===== config.mk =====
export PLATFORM = sky130hd
export DESIGN_NAME = mac_frame_generator
export DESIGN_NICKNAME = d
export VERILOG_FILES = /design/src/rtl/mac_frame_generator.sv
export SDC_FILE = /design/constraint.sdc
export NUM_CORES = 1
export LEC_CHECK = 0
export BUFFER_PORTS_ARGS = -buffer_cell sky130_fd_sc_hd__buf_4
export CORE_UTILIZATION = 45
export DETAILED_ROUTE_END_ITERATION = 6
export PLACE_DENSITY = 0.69
export SYNTH_ARGS = -nofsm -noshare
export SYNTH_HDL_FRONTEND = slang
export SYNTH_SLANG_ARGS = --single-unit

===== constraint.sdc =====
create_clock -name clk -period 26.2 [get_ports clk]
set_input_delay 6.55 -clock clk [delete_from_list [all_inputs] [get_ports clk]]
set_output_delay 6.55 -clock clk [all_outputs]
set_load 0.01 [all_outputs]

===== src/rtl/mac_frame_generator.sv =====
// -----------------------------------------------------------------------------
// mac_frame_generator
//
// Transmit-side Ethernet frame source on a 64-bit data / 8-bit control lane
// bus. Each requested frame goes out as START, preamble/SFD, header, a pattern
// payload with zero padding, the CRC-32 FCS and a terminate. After the
// terminate it sends IFG_WORDS all-idle words.
//
// Optional feature macro: MAC_GEN_FCS_ERR_INJECT_EN
//   When this macro is defined, the i_fcs_corrupt input is added. If it is set
//   with the request, bit 0 of the first FCS byte on the wire is inverted.
//   o_tx_fcs still reports the correct CRC.
//
// Ports
//   clk            clock
//   i_rst          synchronous active-high reset
//   i_start        frame request, sampled only in IDLE
//   i_payload_len  payload length N (0..1500), sampled with i_start
//   i_seed         first payload byte, sampled with i_start
//   i_fcs_corrupt  (optional) invert bit 0 of the first wire FCS byte
//   o_tx_data      lane 0 = bits [7:0] = first byte on the wire
//   o_tx_ctrl      bit k set: lane k carries a control character
//   o_tx_fcs       FCS of the current or most recent frame
//   o_fcs_valid    o_tx_fcs is valid
//   o_busy         a frame or IFG is in progress
//   o_len_error    one-cycle pulse when a request is rejected (N > 1500)
// -----------------------------------------------------------------------------
module mac_frame_generator #(
  parameter int          DATA_WIDTH    = 64,
  parameter int          CTRL_WIDTH    = 8,
  parameter int          FCS_WIDTH     = 32,
  parameter logic [7:0]  IDLE_CODE     = 8'h07,
  parameter logic [7:0]  START_CODE    = 8'hFB,
  parameter logic [7:0]  TERM_CODE     = 8'hFD,
  parameter logic [7:0]  PREAMBLE_CODE = 8'h55,
  parameter logic [7:0]  SFD_CODE      = 8'hD5,
  parameter logic [47:0] DST_ADDR_CODE = 48'h0180C2000001,
  parameter logic [47:0] SRC_ADDR_CODE = 48'h5A5152535455,
  parameter int          IFG_WORDS     = 2
) (
  input  logic                  clk,
  input  logic                  i_rst,
  input  logic                  i_start,
  input  logic [10:0]           i_payload_len,
  input  logic [7:0]            i_seed,
`ifdef MAC_GEN_FCS_ERR_INJECT_EN
  input  logic                  i_fcs_corrupt,
`endif
  output logic [DATA_WIDTH-1:0] o_tx_data,
  output logic [CTRL_WIDTH-1:0] o_tx_ctrl,
  output logic [FCS_WIDTH-1:0]  o_tx_fcs,
  output logic                  o_fcs_valid,
  output logic                  o_busy,
  output logic                  o_len_error
);

  localparam int LANES = CTRL_WIDTH;

  localparam logic [10:0] MAX_PAYLOAD = 11'd1500;
  localparam logic [11:0] MIN_PAYLOAD = 12'd46;

  localparam logic [DATA_WIDTH-1:0] IDLE_WORD  = {LANES{IDLE_CODE}};
  localparam logic [DATA_WIDTH-1:0] START_WORD = {{(LANES-1){IDLE_CODE}}, START_CODE};
  localparam logic [DATA_WIDTH-1:0] PRE_WORD   = {SFD_CODE, {(LANES-1){PREAMBLE_CODE}}};
  localparam logic [DATA_WIDTH-1:0] TERM_WORD  = {{(LANES-1){IDLE_CODE}}, TERM_CODE};

  // Both addresses as one 12-byte string; byte 0 (DA MSB) sits in the top bits.
  localparam logic [95:0] ADDR_BYTES = {DST_ADDR_CODE, SRC_ADDR_CODE};

  typedef enum logic [2:0] {
    S_IDLE,
    S_START,
    S_PREAMBLE,
    S_DATA,
    S_TERM,
    S_IFG
  } state_t;

  state_t      state_q;
  logic [11:0] pos_q;        // frame byte index carried by lane 0 of the next DATA word
  logic [11:0] frame_len_q;  // F = 18 + max(N,46)
  logic [11:0] pay_end_q;    // first byte index after the payload (14 + N)
  logic [11:0] fcs_pos_q;    // index of the first FCS byte (F - 4)
  logic [10:0] len_q;
  logic [7:0]  seed_q;
  logic        corrupt_q;
  logic [31:0] crc_q;        // running (non-inverted) CRC register
  logic [7:0]  ifg_cnt_q;

  logic        corrupt_req;
  logic [11:0] pay_field;

`ifdef MAC_GEN_FCS_ERR_INJECT_EN
  assign corrupt_req = i_fcs_corrupt;
`else
  assign corrupt_req = 1'b0;
`endif

  assign pay_field = ({1'b0, i_payload_len} < MIN_PAYLOAD) ? MIN_PAYLOAD
                                                          : {1'b0, i_payload_len};

  // Reflected CRC-32 update for one byte, LSB first.
  function automatic logic [31:0] crc_byte(input logic [31:0] crc, input logic [7:0] data);
    logic [31:0] c;
    c = crc ^ {24'd0, data};
    for (int i = 0; i < 8; i++) begin
      c = c[0] ? ((c >> 1) ^ 32'hEDB88320) : (c >> 1);
    end
    return c;
  endfunction

  // Word assembly for the DATA state. Lanes are walked in wire order, so by the
  // time an FCS lane is reached every frame byte before it (including those
  // earlier in this same word) has already gone through crc_next.
  logic [DATA_WIDTH-1:0] data_word;
  logic [CTRL_WIDTH-1:0] ctrl_word;
  logic [31:0]           crc_next;
  logic [31:0]           fcs_val;
  logic                  fcs_first;
  logic [11:0]           lane_pos;
  logic [7:0]            lane_byte;
  logic [1:0]            fcs_idx;

  always_comb begin
    // NOTE: every signal written here gets a default first so no latch is inferred.
    data_word = '0;
    ctrl_word = '0;
    crc_next  = crc_q;
    fcs_val   = ~crc_q;
    fcs_first = 1'b0;
    lane_pos  = '0;
    lane_byte = '0;
    fcs_idx   = '0;
    for (int k = 0; k < LANES; k++) begin
      lane_pos  = pos_q + 12'(k);
      lane_byte = 8'h00;
      if (lane_pos < 12'd12) begin
        lane_byte = ADDR_BYTES[8*(11 - int'(lane_pos)) +: 8];
      end else if (lane_pos == 12'd12) begin
        lane_byte = {5'd0, len_q[10:8]};
      end else if (lane_pos == 12'd13) begin
        lane_byte = len_q[7:0];
      end else if (lane_pos < pay_end_q) begin
        lane_byte = seed_q + 8'(lane_pos - 12'd14);
      end

      if (lane_pos < fcs_pos_q) begin
        crc_next = crc_byte(crc_next, lane_byte);
      end else if (lane_pos < frame_len_q) begin
        fcs_val   = ~crc_next;
        fcs_idx   = 2'(lane_pos - fcs_pos_q);
        lane_byte = fcs_val[{fcs_idx, 3'b000} +: 8];
        if (lane_pos == fcs_pos_q) begin
          fcs_first    = 1'b1;
          lane_byte[0] = lane_byte[0] ^ corrupt_q;
        end
      end else if (lane_pos == frame_len_q) begin
        lane_byte    = TERM_CODE;
        ctrl_word[k] = 1'b1;
      end else begin
        lane_byte    = IDLE_CODE;
        ctrl_word[k] = 1'b1;
      end
      data_word[8*k +: 8] = lane_byte;
    end
  end

  always_ff @(posedge clk) begin
    // NOTE: sequential state is updated with non-blocking assignments only.
    if (i_rst) begin
      state_q     <= S_IDLE;
      o_tx_data   <= IDLE_WORD;
      o_tx_ctrl   <= '1;
      o_tx_fcs    <= '0;
      o_fcs_valid <= 1'b0;
      o_busy      <= 1'b0;
      o_len_error <= 1'b0;
      pos_q       <= '0;
      frame_len_q <= '0;
      pay_end_q   <= '0;
      fcs_pos_q   <= '0;
      len_q       <= '0;
      seed_q      <= '0;
      corrupt_q   <= 1'b0;
      crc_q       <= '1;
      ifg_cnt_q   <= '0;
    end else begin
      o_len_error <= 1'b0;
      case (state_q)
        S_IDLE: begin
          o_tx_data <= IDLE_WORD;
          o_tx_ctrl <= '1;
          o_busy    <= 1'b0;
          if (i_start) begin
            if (i_payload_len > MAX_PAYLOAD) begin
              o_len_error <= 1'b1;
            end else begin
              len_q       <= i_payload_len;
              seed_q      <= i_seed;
              corrupt_q   <= corrupt_req;
              pay_end_q   <= {1'b0, i_payload_len} + 12'd14;
              fcs_pos_q   <= pay_field + 12'd14;
              frame_len_q <= pay_field + 12'd18;
              state_q     <= S_START;
            end
          end
        end

        S_START: begin
          o_tx_data   <= START_WORD;
          o_tx_ctrl   <= '1;
          o_busy      <= 1'b1;
          o_fcs_valid <= 1'b0;
          state_q     <= S_PREAMBLE;
        end

        S_PREAMBLE: begin
          o_tx_data <= PRE_WORD;
          o_tx_ctrl <= '0;
          pos_q     <= '0;
          crc_q     <= '1;
          state_q   <= S_DATA;
        end

        S_DATA: begin
          o_tx_data <= data_word;
          o_tx_ctrl <= ctrl_word;
          crc_q     <= crc_next;
          pos_q     <= pos_q + 12'd8;
          if (fcs_first) begin
            o_tx_fcs    <= ~crc_next;
            o_fcs_valid <= 1'b1;
          end
          // The terminate fits in this word unless the frame ends exactly on
          // a word boundary, in which case a separate TERM word follows.
          if (frame_len_q <= pos_q + 12'd7) begin
            ifg_cnt_q <= '0;
            state_q   <= S_IFG;
          end else if (frame_len_q == pos_q + 12'd8) begin
            state_q <= S_TERM;
          end
        end

        S_TERM: begin
          o_tx_data <= TERM_WORD;
          o_tx_ctrl <= '1;
          ifg_cnt_q <= '0;
          state_q   <= S_IFG;
        end

        S_IFG: begin
          o_tx_data <= IDLE_WORD;
          o_tx_ctrl <= '1;
          o_busy    <= 1'b1;
          if (ifg_cnt_q == 8'(IFG_WORDS - 1)) begin
            state_q <= S_IDLE;
          end else begin
            ifg_cnt_q <= ifg_cnt_q + 8'd1;
          end
        end

        default: state_q <= S_IDLE;
      endcase
    end
  end

endmodule


==> run metrics, run 1 <==
status=finished, final reports clean; drt pass-1 iters=7; Setup CP Type=reg2reg; reg2reg start=pos_q[3]$_SDFFE_PP0P_; crit path max fanout=17; post-synthesis cell type count=113; start point of the worst hold path=fcs_pos_q[3]$_SDFFE_PP0P_; crit end category=flip-flop; slowest stage delay, CP=slightly below 0.9 ns; vias in the first global route=approximately 27000; setup TNS=0 ns; CTS tree=yes; final worst-path cycle share=between 50% and 60%; Reg clk slew, reported paths=approximately 0.070 ns; Buf+Inv Stages, Crit Path=0; number of nets at the end of the flow=around 3900; Reg area=0.004229 mm2; mean post-synth cell area=a little under 8 um2; GRT Total Usage=34.51%; DR vias=between 20000 and 30000; first-pass GRT wire length=173.1 mm; Hold Crit Class=reg2reg; row count=just over 90; Critical Path Source Type=flip-flop; # H-tree levels=1; Hold Path Cell Cnt=2; core area=0.06343 mm2; Routed Antenna Nets=0; Final Instance Count excl. Fillers=4548; cell type with the largest total area after synthesis=dfxtp_1; CP max-delay cell=dfxtp_1; r2r worst-path depth=33; mapped cell area=between 0.02 and 0.03 mm2; Inst Count DP=about 4500; Post-synth top flop=dfxtp_1; final setup violation count=0; Die Wd=around 260 um; final wirelength=about 120 mm; RSZ-0062 raised after global routing=no; largest net degree at the start of global routing=91; Post-synth EDFFs=0; CP Data Required Time=26.72 ns; antenna violations before repair=4; Yosys reg bits=approximately 210; top post-synthesis cells by area=dfxtp_1, xnor2_1, xnor3_1; CTS buffer count=25; # hold bufs at CTS=0; Die Y-Extent=approximately 260 um; Yosys top cell area share=between 10% and 20%; die area=about 0.066 mm2; Remaining DRCs=0; detailed placement HPWL=91.88 mm; initial detailed-routing violation count=3714; Filler cells=about 6300; io pins=around 130; Clk Latency, worst-skew pair=~0.62 ns; WHS Endpoint=fcs_pos_q[3]$_SDFFE_PP0P_; proportion of layout cells with a drive suffix above 1=around a tenth; area grow syn2layout=8.483%; critical path's most frequent cell=xnor3_1; post-DR wirelength/cell=25.83 um; multi-input combinational cell area=approximately 0.024 mm2; CTS max path bufs=3; placer congestion estimate=between 1 and 1.5; DR vias/cell=around 6.4; sequential fraction of the synthesis area=14.53%; worst slew pin tran=between 1 and 1.5 ns; clock sink total=211; Arrival @ worst endpoint=roughly 15 ns; Top Family by Delay on Critical Path=compound AO/OA/AOI/OAI gates; Starting Density=45.83%; cts repair resizes=0; Synth async-reset ratio=0%; Critical Path Source=pos_q[3]$_SDFFE_PP0P_; reg2reg setup slack=between 10 and 15 ns; max_cap viols=0; Rel. slew slack=4.431%; root buffer cell=clkbuf_16; grt ovf=0; # port buffers=128; Tmin final=14.52 ns; post-CTS setup buffers=0; FF-to-FF End=o_tx_fcs[22]$_SDFFE_PP0P_; Synth Instances=between 3000 and 4000; clock skew=about 0.042 ns; Final Hold Fails=0; max frequency=between 60 and 70 MHz; yosys warns=0; fin. max-slew vios=0
[worst max-delay path by stage]
stage,depth (start not counted),end,slack (ns)
final,33,o_tx_fcs[22]$_SDFFE_PP0P_,11.68
after global routing,33,o_tx_fcs[21]$_SDFFE_PP0P_,11.20
after CTS,33,o_tx_fcs[22]$_SDFFE_PP0P_,12.02
after detailed placement,33,o_tx_fcs[22]$_SDFFE_PP0P_,12.09
after global placement,33,o_tx_fcs[22]$_SDFFE_PP0P_,12.23
after floorplan,38,o_tx_fcs[22]$_SDFFE_PP0P_,14.76
[layout by cell type, fill, tap and decap left out, drive strengths merged, types with 17 or more instances in the layout]
| master | instances |
|---|---|
| inv | 118 |
| a31oi | 23 |
| nor2b | 27 |
| and3 | 32 |
| nor3 | 95 |
| mux4 | 23 |
| o211ai | 50 |
| o211a | 18 |
| nand2 | 317 |
| o21bai | 17 |
| mux2 | 25 |
| buf | 185 |
| o21ai | 208 |
| o21a | 29 |
| o22a | 17 |
| ha | 152 |
| or4 | 17 |
| nor4 | 34 |
| a22oi | 21 |
| and2 | 38 |
| clkbuf | 33 |
| nor2 | 363 |
| or3 | 29 |
| xnor3 | 90 |
| a21o | 53 |
| nand3 | 92 |
| a21oi | 334 |
| or2 | 20 |
| xor2 | 144 |
| nand4 | 32 |
| nand2b | 49 |
| mux2i | 113 |
| xnor2 | 325 |
| a211oi | 75 |
| dfxtp | 211 |
| o22ai | 27 |
[synthesized netlist by cell type, drive strengths merged (23+ instances only)]
cell type,instances
inv,116
mux2i,113
nand4,32
clkbuf,185
xnor3,90
o211ai,50
a21o,53
mux2,25
o21a,29
o22ai,27
mux4,23
o21ai,208
or3,29
xor2,144
nor3,95
nand2,317
nor2,363
and2,38
dfxtp,211
buf,53
a21oi,334
xnor2,325
nor2b,27
and3,32
a211oi,75
ha,152
nand2b,49
a31oi,23
nand3,92
nor4,34
[logic make-up after synthesis]
group           count (synthesis)  share of synthesized area [%]
buf+inv                       356                          4.825
simple gates                 1205                          20.32
mux                           161                          6.693
other cells                     2                        0.02583
flops                         211                          14.53
compound gates               1039                          23.61
xor+xnor                      573                          23.04
fa+ha+maj                     158                          6.956
[metrics by stage]
stage	area [um2]	hold WS [ns]	utilization [%]	setup WS, ns
floorplan	29100	0.4319	-	14.76
global placement	30740	0.4401	48.47	12.23
detailed placement	30740	0.4442	48.47	12.09
CTS	31530	0.4524	49.72	12.02
global route	31530	0.4738	49.72	11.20
finish	31540	0.4490	49.72	11.68
[final cells by class]
type	count	share of cell area [%]
clock buffer	33	2.206
clock inverter	9	0.2936
sequential	211	13.41
tap	846	3.357
antenna	1	0.007935
inverter	118	1.405
timing repair buffer	185	4.416
multi-input combinational	3145	74.90
[worst register-to-register path: cells and delay by family, from the launching register on]
family	cells	cell delay, ns
xor+xnor	11	4.81
simple gates	5	2.03
fa+ha+maj	1	0.36
compound gates	16	6.33
flops	1	0.88
[routing by layer]
layer  routed length [um]  global-route usage, %  up-vias
li1                     -                      -    13310
met1                48440                  47.15    13790
met2                49920                  52.36     1734
met3                12790                  6.585      325
met4                 6277                  15.52        2
met5                   53                      0        -
[registers in the layout, indices dropped and copies added (netlist names)]
name         flops
crc_q           32
pos_q            9
o_tx_ctrl        8
o_fcs_valid      1
seed_q           8
len_q           10
ifg_cnt_q        8
pay_end_q       12
o_busy           1
state_q          3
o_tx_data       64
o_tx_fcs        32
frame_len_q     12
o_len_error      1
fcs_pos_q       10
Power of run 1 is left out: the tool's default activity adds up to more than one toggle a clock period on the data nets, which glitch-free logic cannot reach.
==> inputs of run 2 (changes only) <==
==> constraint.sdc (replaced) <==
create_clock -name clk -period 13.6 [get_ports clk]
set_input_delay 3.4 -clock clk [delete_from_list [all_inputs] [get_ports clk]]
set_output_delay 3.4 -clock clk [all_outputs]
set_load 0.01 [all_outputs]
==> run 2 against run 1 <==
  * The flow now finishes with violations (design-rule violations)
  * Routed wire length rose by 2.9%
  * Global-route usage rose by 0.97 points
  * Non-clock buffer count rose by 37
  * Maximum frequency rose by 10%
  * First-iteration DRC count rose by 3.9%
  * Cell area rose by 1.2%
  * Highest routed layer unchanged
==> run metrics, run 2 (synthesized netlist as in run 1, its figures left out) <==
status=complete, but fails checks; failing checks=design-rule violations; setup TNS=0 ns; Die Y-Extent=256.2 um; final setup violation count=0; reg2reg start=pos_q[7]$_SDFFE_PP0P_; largest registers=o_tx_data x64, crc_q x32, o_tx_fcs x32; Routed Antenna Nets=0; Rel. slew slack=about 18%; placer congestion estimate=about 1.1; Reg area=between 0.004 and 0.005 mm2; detailed placement HPWL=~95 mm; row count=between 90 and 100; max frequency=~76 MHz; Remaining DRCs=6; Arrival @ worst endpoint=between 10 and 15 ns; final worst-path cycle share=a little over nine tenths; slowest stage delay, CP=approximately 0.7 ns; io pins=between 100 and 150; Top Family by Delay on Critical Path=simple AND/OR/NAND/NOR gates; worst slew pin tran=1.220 ns; start point of the worst hold path=o_tx_data[43]$_SDFFE_PP0P_; core area=about 0.063 mm2; commonest non-fill, non-tap cell in the layout=nor2_1; most frequent cells in the layout=nor2_1, a21oi_1, nand2_1; Reg with most FFs=o_tx_data; # port buffers=roughly 130; Final Hold Fails=0; area grow syn2layout=9.771%; Filler cells=between 6000 and 7000; Setup CP Type=reg2reg; Clk Latency, worst-skew pair=0.62 ns; GRT Total Usage=between 30% and 40%; crit path max fanout=14; CTS tree=yes; multi-input combinational cell area=roughly 0.024 mm2; post-CTS setup buffers=0; proportion of layout cells with a drive suffix above 1=between 10% and 20%; Starting Density=roughly 46%; CP Data Required Time=~14 ns; Reg clk slew, reported paths=~0.060 ns; root buffer cell=clkbuf_16; largest net degree at the start of global routing=slightly above 90; max_cap viols=0; reg2reg setup slack=0.44 ns; cts repair resizes=0; RSZ-0062 raised after global routing=no; clock skew=~0.018 ns; CTS buffer count=27; Tmin final=13.16 ns; Critical Path Source=pos_q[7]$_SDFFE_PP0P_; die area=0.06562 mm2; number of nets at the end of the flow=~3900; final wirelength=around 120 mm; # hold bufs at CTS=0; final instance area=~0.032 mm2; Largest register FFs=between 60 and 70; crit end category=flip-flop; antenna violations before repair=5; # H-tree levels=1; Critical Path Source Type=flip-flop; DR vias/cell=~6.4; Post-DP Area=~0.031 mm2; clock sink total=~210; Hold Crit Class=reg2reg; post-DR wirelength/cell=between 20 and 30 um; CP max-delay cell=dfxtp_1; final worst hold slack=around 0.45 ns; first-pass GRT wire length=roughly 180 mm; fin. max-slew vios=0; Buf+Inv Stages, Crit Path=2; Die Wd=around 260 um; vias in the first global route=between 20000 and 30000; DR vias=around 29000; initial detailed-routing violation count=roughly 3900; drt pass-1 iters=7; grt ovf=0; CTS max path bufs=3
-- run 2: final cells by class --
class	count	area share, %
Antenna cell	2	0.01568
Timing Repair Buffer	222	5.235
Clock buffer	37	2.423
Sequential cell	211	13.26
Tap cell	846	3.317
Inverter	118	1.388
Multi-Input combinational cell	3145	74.07
Clock inverter	11	0.2941
-- run 2: stage by stage --
| stage | setup slack [ns] | util [%] | cells |
|---|---|---|---|
| 2_1_floorplan | 2.164 | - | 3712 |
| 3_3_place_gp | 0.8548 | 48.91 | 4542 |
| 3_5_place_dp | 0.6246 | 48.91 | 4542 |
| 4_1_cts | 0.5859 | 50.28 | 4590 |
| 5_1_grt | 0.05054 | 50.30 | 4590 |
| 6_report | 0.4381 | 50.31 | 4592 |
-- run 2: worst min-delay path, stage by stage, from the launching register on --
cell and delay (ns):
dfxtp_1 0.31, nand2_1 0.05, a21oi_1 0.05
-- run 2: path summary, 6_finish.rpt --
kind,end,cells after the start
worst min register to register,o_tx_data[43]$_SDFFE_PP0P_,2
worst max register to register,o_tx_fcs[18]$_SDFFE_PP0P_,35
worst min-delay path,o_tx_data[43]$_SDFFE_PP0P_,2
worst max-delay path,o_tx_fcs[18]$_SDFFE_PP0P_,35
-- run 2: metal layers --
metal  up-vias  track usage, %  share of wire, %
met3       345           6.952                11
met1     13960           47.82                41
met2      1671           54.03                43
met5         -               0             0.011
met4         2           17.02               5.6
li1      13400               -                 -
Power of run 2 is left out for the same reason.
